==> config.mk <==
export PLATFORM = sky130hd
export DESIGN_NAME = mem_access_stage_flat
export DESIGN_NICKNAME = d
export VERILOG_FILES = /design/src/rtl/mem_access_stage_if.sv /design/src/rtl/mem_access_stage.sv /design/src/flat_wrapper.sv
export SDC_FILE = /design/constraint.sdc
export NUM_CORES = 1
export LEC_CHECK = 0
export BUFFER_PORTS_ARGS = -buffer_cell sky130_fd_sc_hd__buf_2
export CAP_MARGIN = 10
export CORE_AREA = 8 8 165 167
export CTS_BUF_LIST = sky130_fd_sc_hd__clkbuf_16
export DETAILED_ROUTE_END_ITERATION = 8
export DIE_AREA = 0 0 173 175
export PLACE_DENSITY_LB_ADDON = 0.3
export SYNTH_ARGS = -nofsm -noshare
export SYNTH_HDL_FRONTEND = slang
export SYNTH_SLANG_ARGS = --single-unit
==> constraint.sdc <==
create_clock -name Clk -period 3.7 [get_ports Clk]
set_input_delay 0.555 -clock Clk [delete_from_list [all_inputs] [get_ports Clk]]
set_output_delay 0.555 -clock Clk [all_outputs]
set_load 0.05 [all_outputs]
==> src/rtl/mem_access_stage_if.sv <==
// rtl/mem_access_stage_if.sv - data memory req/ready handshake between the MEM stage and memory
interface mem_access_stage_if;
  logic        mem_req;
  logic        mem_we;
  logic [31:0] mem_addr;
  logic [31:0] mem_wdata;
  logic        mem_ready;
  logic [31:0] mem_rdata;

  modport master (
    output mem_req, mem_we, mem_addr, mem_wdata,
    input  mem_ready, mem_rdata
  );

  modport slave (
    input  mem_req, mem_we, mem_addr, mem_wdata,
    output mem_ready, mem_rdata
  );
endinterface

==> src/rtl/mem_access_stage.sv <==
// rtl/mem_access_stage.sv - MIPS MEM stage: redirect resolve, stalling data memory access, MEM/WB register
module mem_access_stage #(
  parameter int TIMEOUT = 16
) (
  input  logic        Clk,
  input  logic        Reset,
  input  logic [3:0]  M_WB,
  input  logic        M_MemRead,
  input  logic        M_MemWrite,
  input  logic        M_Branch,
  input  logic        M_BNE,
  input  logic        M_jump,
  input  logic        M_jr,
  input  logic        M_ZeroFlag,
  input  logic [31:0] M_PCinc,
  input  logic [31:0] M_BranchAddResult,
  input  logic [31:0] M_ALUResult,
  input  logic [31:0] M_WriteMemData,
  input  logic [31:0] M_Read1,
  input  logic [25:0] M_offset,
  input  logic [4:0]  M_WriteRegData,
  mem_access_stage_if.master mem,
  output logic        M_Stall,
  output logic        PCSrc,
  output logic [31:0] PCTarget,
  output logic        MemErr,
  output logic [3:0]  WB_WB,
  output logic [31:0] WB_ReadData,
  output logic [31:0] WB_ALUResult,
  output logic [31:0] WB_PCinc,
  output logic [4:0]  WB_WriteReg
);

  localparam logic [0:0] IDLE = 1'b0;
  localparam logic [0:0] WAIT = 1'b1;
  localparam logic [7:0] TIMEOUT_CNT = TIMEOUT[7:0];

  logic [0:0] state;
  logic [7:0] cnt;

  logic access, misaligned, aligned, abort, rd_done, taken;

  assign access     = M_MemRead | M_MemWrite;
  assign misaligned = access & (M_ALUResult[1:0] != 2'b00);
  assign aligned    = access & ~misaligned;
  assign abort      = (state == WAIT) & aligned & ~mem.mem_ready & (cnt == TIMEOUT_CNT);
  assign rd_done    = aligned & ~M_MemWrite & mem.mem_ready;

  assign mem.mem_req   = Reset & aligned & ~abort;
  assign mem.mem_we    = M_MemWrite;
  assign mem.mem_addr  = M_ALUResult;
  assign mem.mem_wdata = M_WriteMemData;
  assign M_Stall       = Reset & aligned & ~mem.mem_ready & ~abort;

  // Redirect priority: jr, then jump, then a taken branch.
  assign taken = M_Branch & (M_BNE ? ~M_ZeroFlag : M_ZeroFlag);
  assign PCSrc = Reset & (M_jr | M_jump | taken);

  always_comb begin
    PCTarget = M_PCinc;
    if (M_jr)        PCTarget = M_Read1;
    else if (M_jump) PCTarget = {M_PCinc[31:28], M_offset, 2'b00};
    else if (taken)  PCTarget = M_BranchAddResult;
  end

  always_ff @(posedge Clk) begin
    if (!Reset) begin
      state        <= IDLE;
      cnt          <= 8'd0;
      MemErr       <= 1'b0;
      WB_WB        <= 4'd0;
      WB_ReadData  <= 32'd0;
      WB_ALUResult <= 32'd0;
      WB_PCinc     <= 32'd0;
      WB_WriteReg  <= 5'd0;
    end else begin
      case (state)
        IDLE: begin
          if (aligned && !mem.mem_ready) begin
            state <= WAIT;
            cnt   <= 8'd1;
          end
        end
        WAIT: begin
          if (!aligned || mem.mem_ready || abort) begin
            state <= IDLE;
            cnt   <= 8'd0;
          end else begin
            cnt <= cnt + 8'd1;
          end
        end
        default: begin
          state <= IDLE;
          cnt   <= 8'd0;
        end
      endcase

      if (misaligned || abort) MemErr <= 1'b1;

      // Stalled, faulted or aborted instructions leave a bubble in MEM/WB.
      if (M_Stall || misaligned || abort) begin
        WB_WB        <= 4'd0;
        WB_ReadData  <= 32'd0;
        WB_ALUResult <= 32'd0;
        WB_PCinc     <= 32'd0;
        WB_WriteReg  <= 5'd0;
      end else begin
        WB_WB        <= M_WB;
        WB_ReadData  <= rd_done ? mem.mem_rdata : 32'd0;
        WB_ALUResult <= M_ALUResult;
        WB_PCinc     <= M_PCinc;
        WB_WriteReg  <= M_WriteRegData;
      end
    end
  end

endmodule

==> src/flat_wrapper.sv <==
// flat-port wrapper written by rule: the top's interface ports become plain ports
module mem_access_stage_flat 
#(
  parameter int TIMEOUT = 16
)
  (Clk, Reset, M_WB, M_MemRead, M_MemWrite, M_Branch, M_BNE, M_jump, M_jr, M_ZeroFlag, M_PCinc, M_BranchAddResult, M_ALUResult, M_WriteMemData, M_Read1, M_offset, M_WriteRegData, M_Stall, PCSrc, PCTarget, MemErr, WB_WB, WB_ReadData, WB_ALUResult, WB_PCinc, WB_WriteReg, mem_mem_req, mem_mem_we, mem_mem_addr, mem_mem_wdata, mem_mem_ready, mem_mem_rdata);
  mem_access_stage_if mem_i ();
  input  logic Clk;
  input  logic Reset;
  input  logic [3:0] M_WB;
  input  logic M_MemRead;
  input  logic M_MemWrite;
  input  logic M_Branch;
  input  logic M_BNE;
  input  logic M_jump;
  input  logic M_jr;
  input  logic M_ZeroFlag;
  input  logic [31:0] M_PCinc;
  input  logic [31:0] M_BranchAddResult;
  input  logic [31:0] M_ALUResult;
  input  logic [31:0] M_WriteMemData;
  input  logic [31:0] M_Read1;
  input  logic [25:0] M_offset;
  input  logic [4:0] M_WriteRegData;
  output logic M_Stall;
  output logic PCSrc;
  output logic [31:0] PCTarget;
  output logic MemErr;
  output logic [3:0] WB_WB;
  output logic [31:0] WB_ReadData;
  output logic [31:0] WB_ALUResult;
  output logic [31:0] WB_PCinc;
  output logic [4:0] WB_WriteReg;
  output wire logic [$bits(mem_i.mem_req)-1:0] mem_mem_req;
  output wire logic [$bits(mem_i.mem_we)-1:0] mem_mem_we;
  output wire logic [$bits(mem_i.mem_addr)-1:0] mem_mem_addr;
  output wire logic [$bits(mem_i.mem_wdata)-1:0] mem_mem_wdata;
  input wire logic [$bits(mem_i.mem_ready)-1:0] mem_mem_ready;
  input wire logic [$bits(mem_i.mem_rdata)-1:0] mem_mem_rdata;
  assign mem_mem_req = mem_i.mem_req;
  assign mem_mem_we = mem_i.mem_we;
  assign mem_mem_addr = mem_i.mem_addr;
  assign mem_mem_wdata = mem_i.mem_wdata;
  assign mem_i.mem_ready = mem_mem_ready;
  assign mem_i.mem_rdata = mem_mem_rdata;
  mem_access_stage #(.TIMEOUT(TIMEOUT)) u_core (.Clk(Clk), .Reset(Reset), .M_WB(M_WB), .M_MemRead(M_MemRead), .M_MemWrite(M_MemWrite), .M_Branch(M_Branch), .M_BNE(M_BNE), .M_jump(M_jump), .M_jr(M_jr), .M_ZeroFlag(M_ZeroFlag), .M_PCinc(M_PCinc), .M_BranchAddResult(M_BranchAddResult), .M_ALUResult(M_ALUResult), .M_WriteMemData(M_WriteMemData), .M_Read1(M_Read1), .M_offset(M_offset), .M_WriteRegData(M_WriteRegData), .mem(mem_i), .M_Stall(M_Stall), .PCSrc(PCSrc), .PCTarget(PCTarget), .MemErr(MemErr), .WB_WB(WB_WB), .WB_ReadData(WB_ReadData), .WB_ALUResult(WB_ALUResult), .WB_PCinc(WB_PCinc), .WB_WriteReg(WB_WriteReg));
endmodule
==> Word-level counts from Yosys, hierarchy flattened <==
Index checks and enable logic that the tools add are counted.
{ "op_classes": {"addsub": 1, "n_reduce_logical": 11, "eq_ne": 2, "bitwise": 24, "n_mux": 10} }
{ "ops": {"columns": ["cell", "n"], "rows": [
  ["$mux 32", 3],
  ["$mux 8", 2],
  ["$pmux 8 s2", 1],
  ["$and 1x1->1", 13],
  ["$add 8x1->8 const B", 1],
  ["$eq 8x5->1 const B", 1],
  ["$not 1->1", 8],
  ["$logic_or 1x1->1", 5],
  ["$mux 1", 3],
  ["$or 1x1->1", 3],
  ["$reduce_or 3->1", 1],
  ["$logic_not 1->1", 2],
  ["$ne 2x1->1 const B", 1],
  ["$pmux 1 s2", 1],
  ["$reduce_bool 2->1", 1],
  ["$reduce_or 2->1", 1],
  ["$logic_and 1x1->1", 1]
]} }
{ "word_totals": {"input_bits": 237, "ff_bits": 115} }

==> Logic depth before layout (Yosys ltp) <==
Gate-level depths: netlist (run 1).
{ "depth": {"word_depth": 12, "ltp_mapped": 6, "ltp_nobuf": 5} }

==> Worst setup path after synthesis (run 1) <==
OpenSTA, ideal clock, no wires.
{ "synth_path": {"path_type": "input -> output", "from": "input port M_ALUResult[1]", "to": "output port M_Stall", "t_required_ns": 3.145, "setup_slack_ns": 0.743, "arrival_ns": 2.402, "cell_stages": 3, "path_buffers": 0, "cell_sequence": "or2_4 -> nor4b_4 -> a21boi_0"} }
{ "synth_between": {"elab_chain_len": 9, "word_cells_on_any_way": 11, "cone_classes": "bitwise (10); reduce/logical (1)"} }
{ "synth_rtl": {"columns": ["element", "line_no", "rtl"], "rows": [
  ["start, declared", "flat_wrapper.sv:20", "input logic [31:0] M_ALUResult;"],
  ["$reduce_bool 2->1 (*)", "mem_access_stage.sv:44", "assign misaligned = access & (M_ALUResult[1:0] != 2'b00);"],
  ["$and 1x1->1 (*)", "mem_access_stage.sv:44", null],
  ["$not 1->1 (*)", "mem_access_stage.sv:45", "assign aligned = access & ~misaligned;"],
  ["$and 1x1->1 (*)", "mem_access_stage.sv:45", null],
  ["$and 1x1->1 (3 in series)", "mem_access_stage.sv:46", "assign abort = (state == WAIT) & aligned & ~mem.mem_ready & (cnt == TIMEOUT_CNT);"],
  ["$not 1->1", "mem_access_stage.sv:53", "assign M_Stall = Reset & aligned & ~mem.mem_ready & ~abort;"],
  ["$and 1x1->1 (*)", "mem_access_stage.sv:53", null],
  ["end, declared", "flat_wrapper.sv:25", "output logic M_Stall;"]
]} }
Every way passes the cells marked *; elsewhere a longest branch is shown, timed or not.

==> Worst setup path in the final report (run 1) <==
{ "layout_path": {"from": "input port M_jr", "to": "output port PCTarget[2]"} }
{ "layout_between": {"elab_chain_len": 1} }
{ "layout_rtl": {"columns": ["element", "line_no", "rtl"], "rows": [
  ["start, declared", "flat_wrapper.sv:16", "input logic M_jr;"],
  ["$mux 32", "mem_access_stage.sv:61", "if (M_jr) PCTarget = M_Read1;"],
  ["end, declared", "flat_wrapper.sv:27", "output logic [31:0] PCTarget;"]
]} }
No other way between the ends.

==> results of run 1 <==
-- state kept, by name, indices dropped and copies added (netlist names) --
signal,flops
u_core.WB_PCinc,32
u_core.WB_WB,4
u_core.WB_ALUResult,32
u_core.WB_ReadData,32
u_core.cnt,8
u_core.WB_WriteReg,5
u_core.state,1
u_core.MemErr,1
-- cell usage in the layout, fill, tap and decap left out, types with 4 or more instances in the layout --
cell type and n:
a21boi_0 4, a21oi_1 26, and2_1 103, buf_2 378, buf_4 6, clkbuf_16 17, clkinv_4 5, dfxtp_1 115
inv_1 4, mux2i_1 31, nand2_1 13, nand4_1 8, nor2_1 5, nor3_1 4, o211ai_1 4, o21ai_0 8
o22ai_1 26
-- logic make-up after synthesis --
kind of cell	share of synthesized area, %
xor+xnor	0.373
flops	49.0
buf+inv	13.0
simple gates	20.3
mux	7.08
fa+ha+maj	0.532
compound gates	9.66
-- per-stage QoR --
| step | instances | hold slack (ns) |
|---|---|---|
| after floorplan | 472 | 0.479 |
| after global placement | 1098 | 0.471 |
| after detailed placement | 1098 | 0.469 |
| after CTS | 1130 | 0.316 |
| after global routing | 1130 | 0.318 |
| final | 1131 | 0.343 |
-- layer usage --
layer / GRT usage [%] / routed length [um] / up-vias
li1: - / - / 2162
met1: 12.2 / 7180 / 1989
met2: 22.2 / 10000 / 257
met3: 4.51 / 1650 / 60
met4: 7.55 / 907 / 0
met5: 0 / 0 / -
-- area by class of cell --
class,count,share of cell area [%]
diodes,1,0.0355
multi-input cells,264,25.4
clock inverters,15,2.13
flip-flops and latches,115,32.7
repair buffers,384,27.5
clock buffers,17,6.04
inverters,5,0.267
well taps,330,5.87
-- power breakdown --
part,switching [W],internal [W]
sequential,0.00000949,0.00128
clock,0.000662,0.000943
combinational,0.000508,0.000207
-- final timing paths --
kind / startpoint / endpoint / slack [ns] / cells past startpoint
max reg2reg: u_core.cnt[5] / u_core.cnt[2] / 2.16 / 4
max: M_jr / PCTarget[2] / 0.95 / 7
min reg2reg: u_core.MemErr / u_core.MemErr / 0.47 / 1
min: mem_mem_rdata[5] / u_core.WB_ReadData[5] / 0.34 / 2
==> flow_metrics.py, run 1 <==
metrics = {
    "cts": {
        "post_cts_resized": 0,
        "h-tree-depth": 4,
        "cts_tree": "done",
        "clock-root-buffer": "clkbuf_16",
        "clock_sinks": 115,
        "cts_setup_buffers": 0,
        "cts_hold_buf": 0,
        "numCtsBuffers": 17,
        "ctsLongestPathBuffers": 2,
        "clk_latency_ns": 0.41,
        "path_clk_slew_ns": 0.06,
    },
    "sta": {
        "rsz0062_at_grt": "false",
        "drv_slew": 0,
        "setup_tns_ns": 0,
        "relSlewSlack_pct": 64.5,
        "fin_worst_skew_ns": 0.00727,
        "min_period_over_period_pct": 74.2,
        "final-setup-viol-count": 0,
        "hold_viol_final": 0,
        "finalCriticalPeriod_ns": 2.75,
        "fin_ws_ns": 0.954,
        "fmax_mhz": 364,
        "max_slew.worst_pin.slew_ns": 0.532,
    },
    "global_routing": {
        "grt_pass1_vias": 4816,
        "antenna_found_initial": 0,
        "grt_max_degree": 50,
        "globalRouteOverflowTotal": 0,
        "grt_usage_pct": 12.4,
        "grt_pass1_wl_um": 28600,
    },
    "routing": {
        "drc_errors": 0,
        "drt-pass1-iter-count": 5,
        "wirelength_um": 19800,
        "wl_per_cell_um": 17.5,
        "final_antenna_net_count": 0,
        "vias": 4468,
        "drt_iter0_drc": 146,
        "viasPerCell": 3.95,
    },
    "layout": {
        "fin_util_pct": 28.5,
        "finalInstanceArea_um2": 7040,
        "ff_latch_area_um2": 2300,
        "areaGrowthSynthToFinish_pct": 49.7,
        "fin_nets": 1026,
        "drive_above_1_share_pct": 53.6,
        "multiInputGateArea_um2": 1790,
        "nFillCells": 2696,
    },
    "logic_synthesis": {
        "synth.distinct_cells": 40,
        "avgSynthCellArea_um2": 9.96,
        "yosysSeqAreaShare_pct": 49.0,
        "synth_area_leaders": "dfxtp_1, and2_1, buf_4, mux2i_1, o22ai_1",
        "syn-num-nets": 711,
        "synth_common_cells": "dfxtp_1, and2_1, buf_4",
        "yosysMostFrequentCell": "dfxtp_1",
        "ys_ff_latch": 115,
        "synth_warnings": 0,
        "synth_edf_count": 0,
        "synth_area_leader_cell": "dfxtp_1",
        "synth_top_area_share_pct": 49.0,
        "ys.flop_type": "dfxtp_1",
        "netlist_area_um2": 4700,
        "synth_cells": 472,
        "async_flop_share_pct": 0,
    },
    "floorplanning": {
        "io_pins": 443,
        "die_h_um": 175,
        "dieArea_um2": 30300,
        "start_util_pct": 19.1,
        "num_rows": 58,
        "core_um2": 24700,
        "die_x_um": 173,
    },
    "worst_setup_path": {
        "critical_path_class": "in2out",
        "cp.arrival_ns": 2.19,
        "cp-end-kind": "output port",
        "slowest_delay_ns": 0.31,
        "critPathTopFamily": "buffers and inverters",
        "crit_buf_inv": 4,
        "crit_chain": "buf_2 -> inv_2 -> nand2_1 -> buf_4 -> o22ai_1 -> a21oi_1 -> buf_2",
        "cp-start-kind": "primary input",
        "cp_common_cell": "buf_2",
        "cp_slowest_cell": "buf_2",
        "crit_required_ns": 3.14,
        "crit_path_max_fanout": 27,
    },
    "pwr": {
        "total_power_w": 0.00361,
        "p_leak_nw": 3.67,
        "power_density_nw_per_um2": 512,
        "ir_worst_vdd_v": 0.000249,
    },
    "placement": {
        "dpl-instance-area_um2": 6460,
        "dp_hpwl_um": 16400,
        "gp_congestion": 0.823,
        "place_ws_ns": 0.941,
        "io_buffers": 378,
    },
    "run_status": {
        "status": "complete, no violations",
    },
    "worst_hold_path": {
        "hold_path_class": "in2reg",
    },
    "job": {
        "drv_cap": 0,
    },
}
(Power assumes the default switching activity.)
==> inputs of run 2 (changes only) <==
==> constraint.sdc (replaced) <==
create_clock -name Clk -period 2.83 [get_ports Clk]
set_input_delay 0.4245 -clock Clk [delete_from_list [all_inputs] [get_ports Clk]]
set_output_delay 0.4245 -clock Clk [all_outputs]
set_load 0.05 [all_outputs]
==> flow_metrics.py, run 2 (synthesis results as in run 1) <==
metrics = {
    "sta": {
        "final-setup-viol-count": 0,
        "min_period_over_period_pct": 81.3,
        "whs_ns": 0.208,
        "max_slew.worst_pin.slew_ns": 0.433,
        "relSlewSlack_pct": 71.1,
        "finalCriticalPeriod_ns": 2.30,
        "setup_tns_ns": 0,
        "drv_slew": 0,
        "rsz0062_at_grt": "false",
        "hold_viol_final": 0,
        "fmax_mhz": 435,
        "fin_worst_skew_ns": 0.00518,
    },
    "global_routing": {
        "globalRouteOverflowTotal": 0,
        "antenna_found_initial": 0,
        "grt_usage_pct": 12.4,
        "grt_pass1_vias": 4796,
        "grt_max_degree": 49,
        "grt_pass1_wl_um": 28800,
    },
    "job": {
        "drv_cap": 0,
    },
    "floorplanning": {
        "start_util_pct": 19.1,
        "die_x_um": 173,
        "dieArea_um2": 30300,
        "core_um2": 24700,
        "die_h_um": 175,
        "io_pins": 443,
        "num_rows": 58,
    },
    "routing": {
        "wl_per_cell_um": 17.4,
        "final_antenna_net_count": 0,
        "wirelength_um": 19700,
        "vias": 4449,
        "drt-pass1-iter-count": 4,
        "drt_iter0_drc": 137,
        "viasPerCell": 3.93,
        "drc_errors": 0,
    },
    "layout": {
        "largest_registers": "u_core.WB_ALUResult: 32 flops, u_core.WB_PCinc: 32 flops, u_core.WB_ReadData: 32 flops",
        "layout_common_cells": "buf_2, dfxtp_1, and2_1",
        "areaGrowthSynthToFinish_pct": 50.8,
        "drive_above_1_share_pct": 53.7,
        "final_cells": 1133,
        "final_common_cell": "buf_2",
        "fin_nets": 1028,
    },
    "worst_hold_path": {
        "hp-start": "M_WriteRegData[0]",
        "hold_end": "u_core.WB_WriteReg[0]",
        "hold_depth": 2,
        "hold_path_class": "in2reg",
    },
    "cts": {
        "clock_sinks": 115,
        "cts_hold_buf": 0,
        "cts_setup_buffers": 0,
        "h-tree-depth": 4,
        "clock-root-buffer": "clkbuf_16",
        "cts_tree": "done",
        "numCtsBuffers": 17,
        "post_cts_resized": 0,
        "clk_latency_ns": 0.41,
        "path_clk_slew_ns": 0.06,
        "ctsLongestPathBuffers": 2,
    },
    "worst_setup_path": {
        "crit_buf_inv": 3,
        "critPathTopFamily": "buffers and inverters",
        "cp-start-kind": "primary input",
        "crit_chain": "buf_2 -> xor2_1 -> nand2_2 -> buf_12 -> mux2i_1 -> a21oi_1 -> buf_2",
        "cp-end-kind": "output port",
        "r2r-start": "u_core.cnt[5]",
        "worst_r2r_path_depth": 4,
        "timing.rr.end": "u_core.cnt[2]",
        "cp_slowest_cell": "buf_2",
        "cp.arrival_ns": 1.88,
        "critical_path_class": "in2out",
        "cp_common_cell": "buf_2",
        "r2r_setup_slack_ns": 1.32,
        "slowest_delay_ns": 0.31,
        "crit_path_max_fanout": 24,
        "crit_required_ns": 2.41,
    },
    "placement": {
        "dp_cells": 1100,
        "dp_hpwl_um": 16200,
        "io_buffers": 378,
        "gp_congestion": 0.825,
    },
    "pwr": {
        "ir_worst_vdd_v": 0.000214,
        "p_leak_nw": 3.70,
        "power_density_nw_per_um2": 679,
    },
    "run_status": {
        "status": "complete, no violations",
    },
}
run 2: cell types whose count changed in the layout (fill, tap and decap cells not counted):
cell and delta:
buf_12 +1, clkinvlp_4 -1, buf_4 +1, clkinv_4 -1
inv_6 +1, bufinv_16 +1
run 2: layer usage:
metal | GRT usage (%) | part of all wire [%] | vias to the layer above | routed length, um
li1 | - | - | 2171 | -
met1 | 12.4 | 36 | 1986 | 7130
met2 | 22.8 | 52 | 241 | 10300
met3 | 4.45 | 8.5 | 51 | 1670
met4 | 5.86 | 3.0 | 0 | 599
met5 | 0 | 0 | - | 0
run 2: per-stage QoR:
| stage | power [W] | setup WS, ns | cell area (um^2) | utilization (%) |
|---|---|---|---|---|
| after global placement | 0.00267 | 0.545 | 6490 | 26.3 |
| after global routing | 0.00504 | 0.473 | 7090 | 28.7 |
| after detailed placement | 0.00267 | 0.527 | 6490 | 26.3 |
| final | 0.00481 | 0.530 | 7090 | 28.7 |
| after floorplan | 0.00248 | 0.134 | 4700 | - |
| after CTS | 0.00491 | 0.529 | 7090 | 28.7 |
run 2: how the worst max path moves through the flow:
stage | from | endpoint | slack, ns | cells past startpoint
after floorplan | M_ALUResult[1] | M_Stall | 0.13 | 3
after global placement | M_BNE | PCTarget[31] | 0.55 | 6
after detailed placement | M_BNE | PCTarget[31] | 0.53 | 6
after CTS | M_BNE | PCTarget[31] | 0.53 | 6
after global routing | u_core.cnt[0] | mem_mem_req | 0.47 | 6
final | M_BNE | PCTarget[24] | 0.53 | 7
run 2: final cells by class:
| class | count | area (um^2) |
|---|---|---|
| Timing Repair Buffer | 386 | 1960 |
| Clock buffer | 17 | 425 |
| Inverter | 5 | 18.8 |
| Antenna cell | 1 | 2.50 |
| Multi-Input combinational cell | 264 | 1790 |
| Fill cell | 2652 | 17600 |
| Clock inverter | 15 | 173 |
| Sequential cell | 115 | 2300 |
| Tap cell | 330 | 413 |
run 2: power by group:
| group | switching, W | leakage, nW | internal (W) |
|---|---|---|---|
| Sequential | 0.0000127 | 0.937 | 0.00167 |
| Combinational | 0.000664 | 2.47 | 0.000275 |
| Clock | 0.000869 | 0.294 | 0.00132 |
| Total | 0.00155 | 3.70 | 0.00327 |
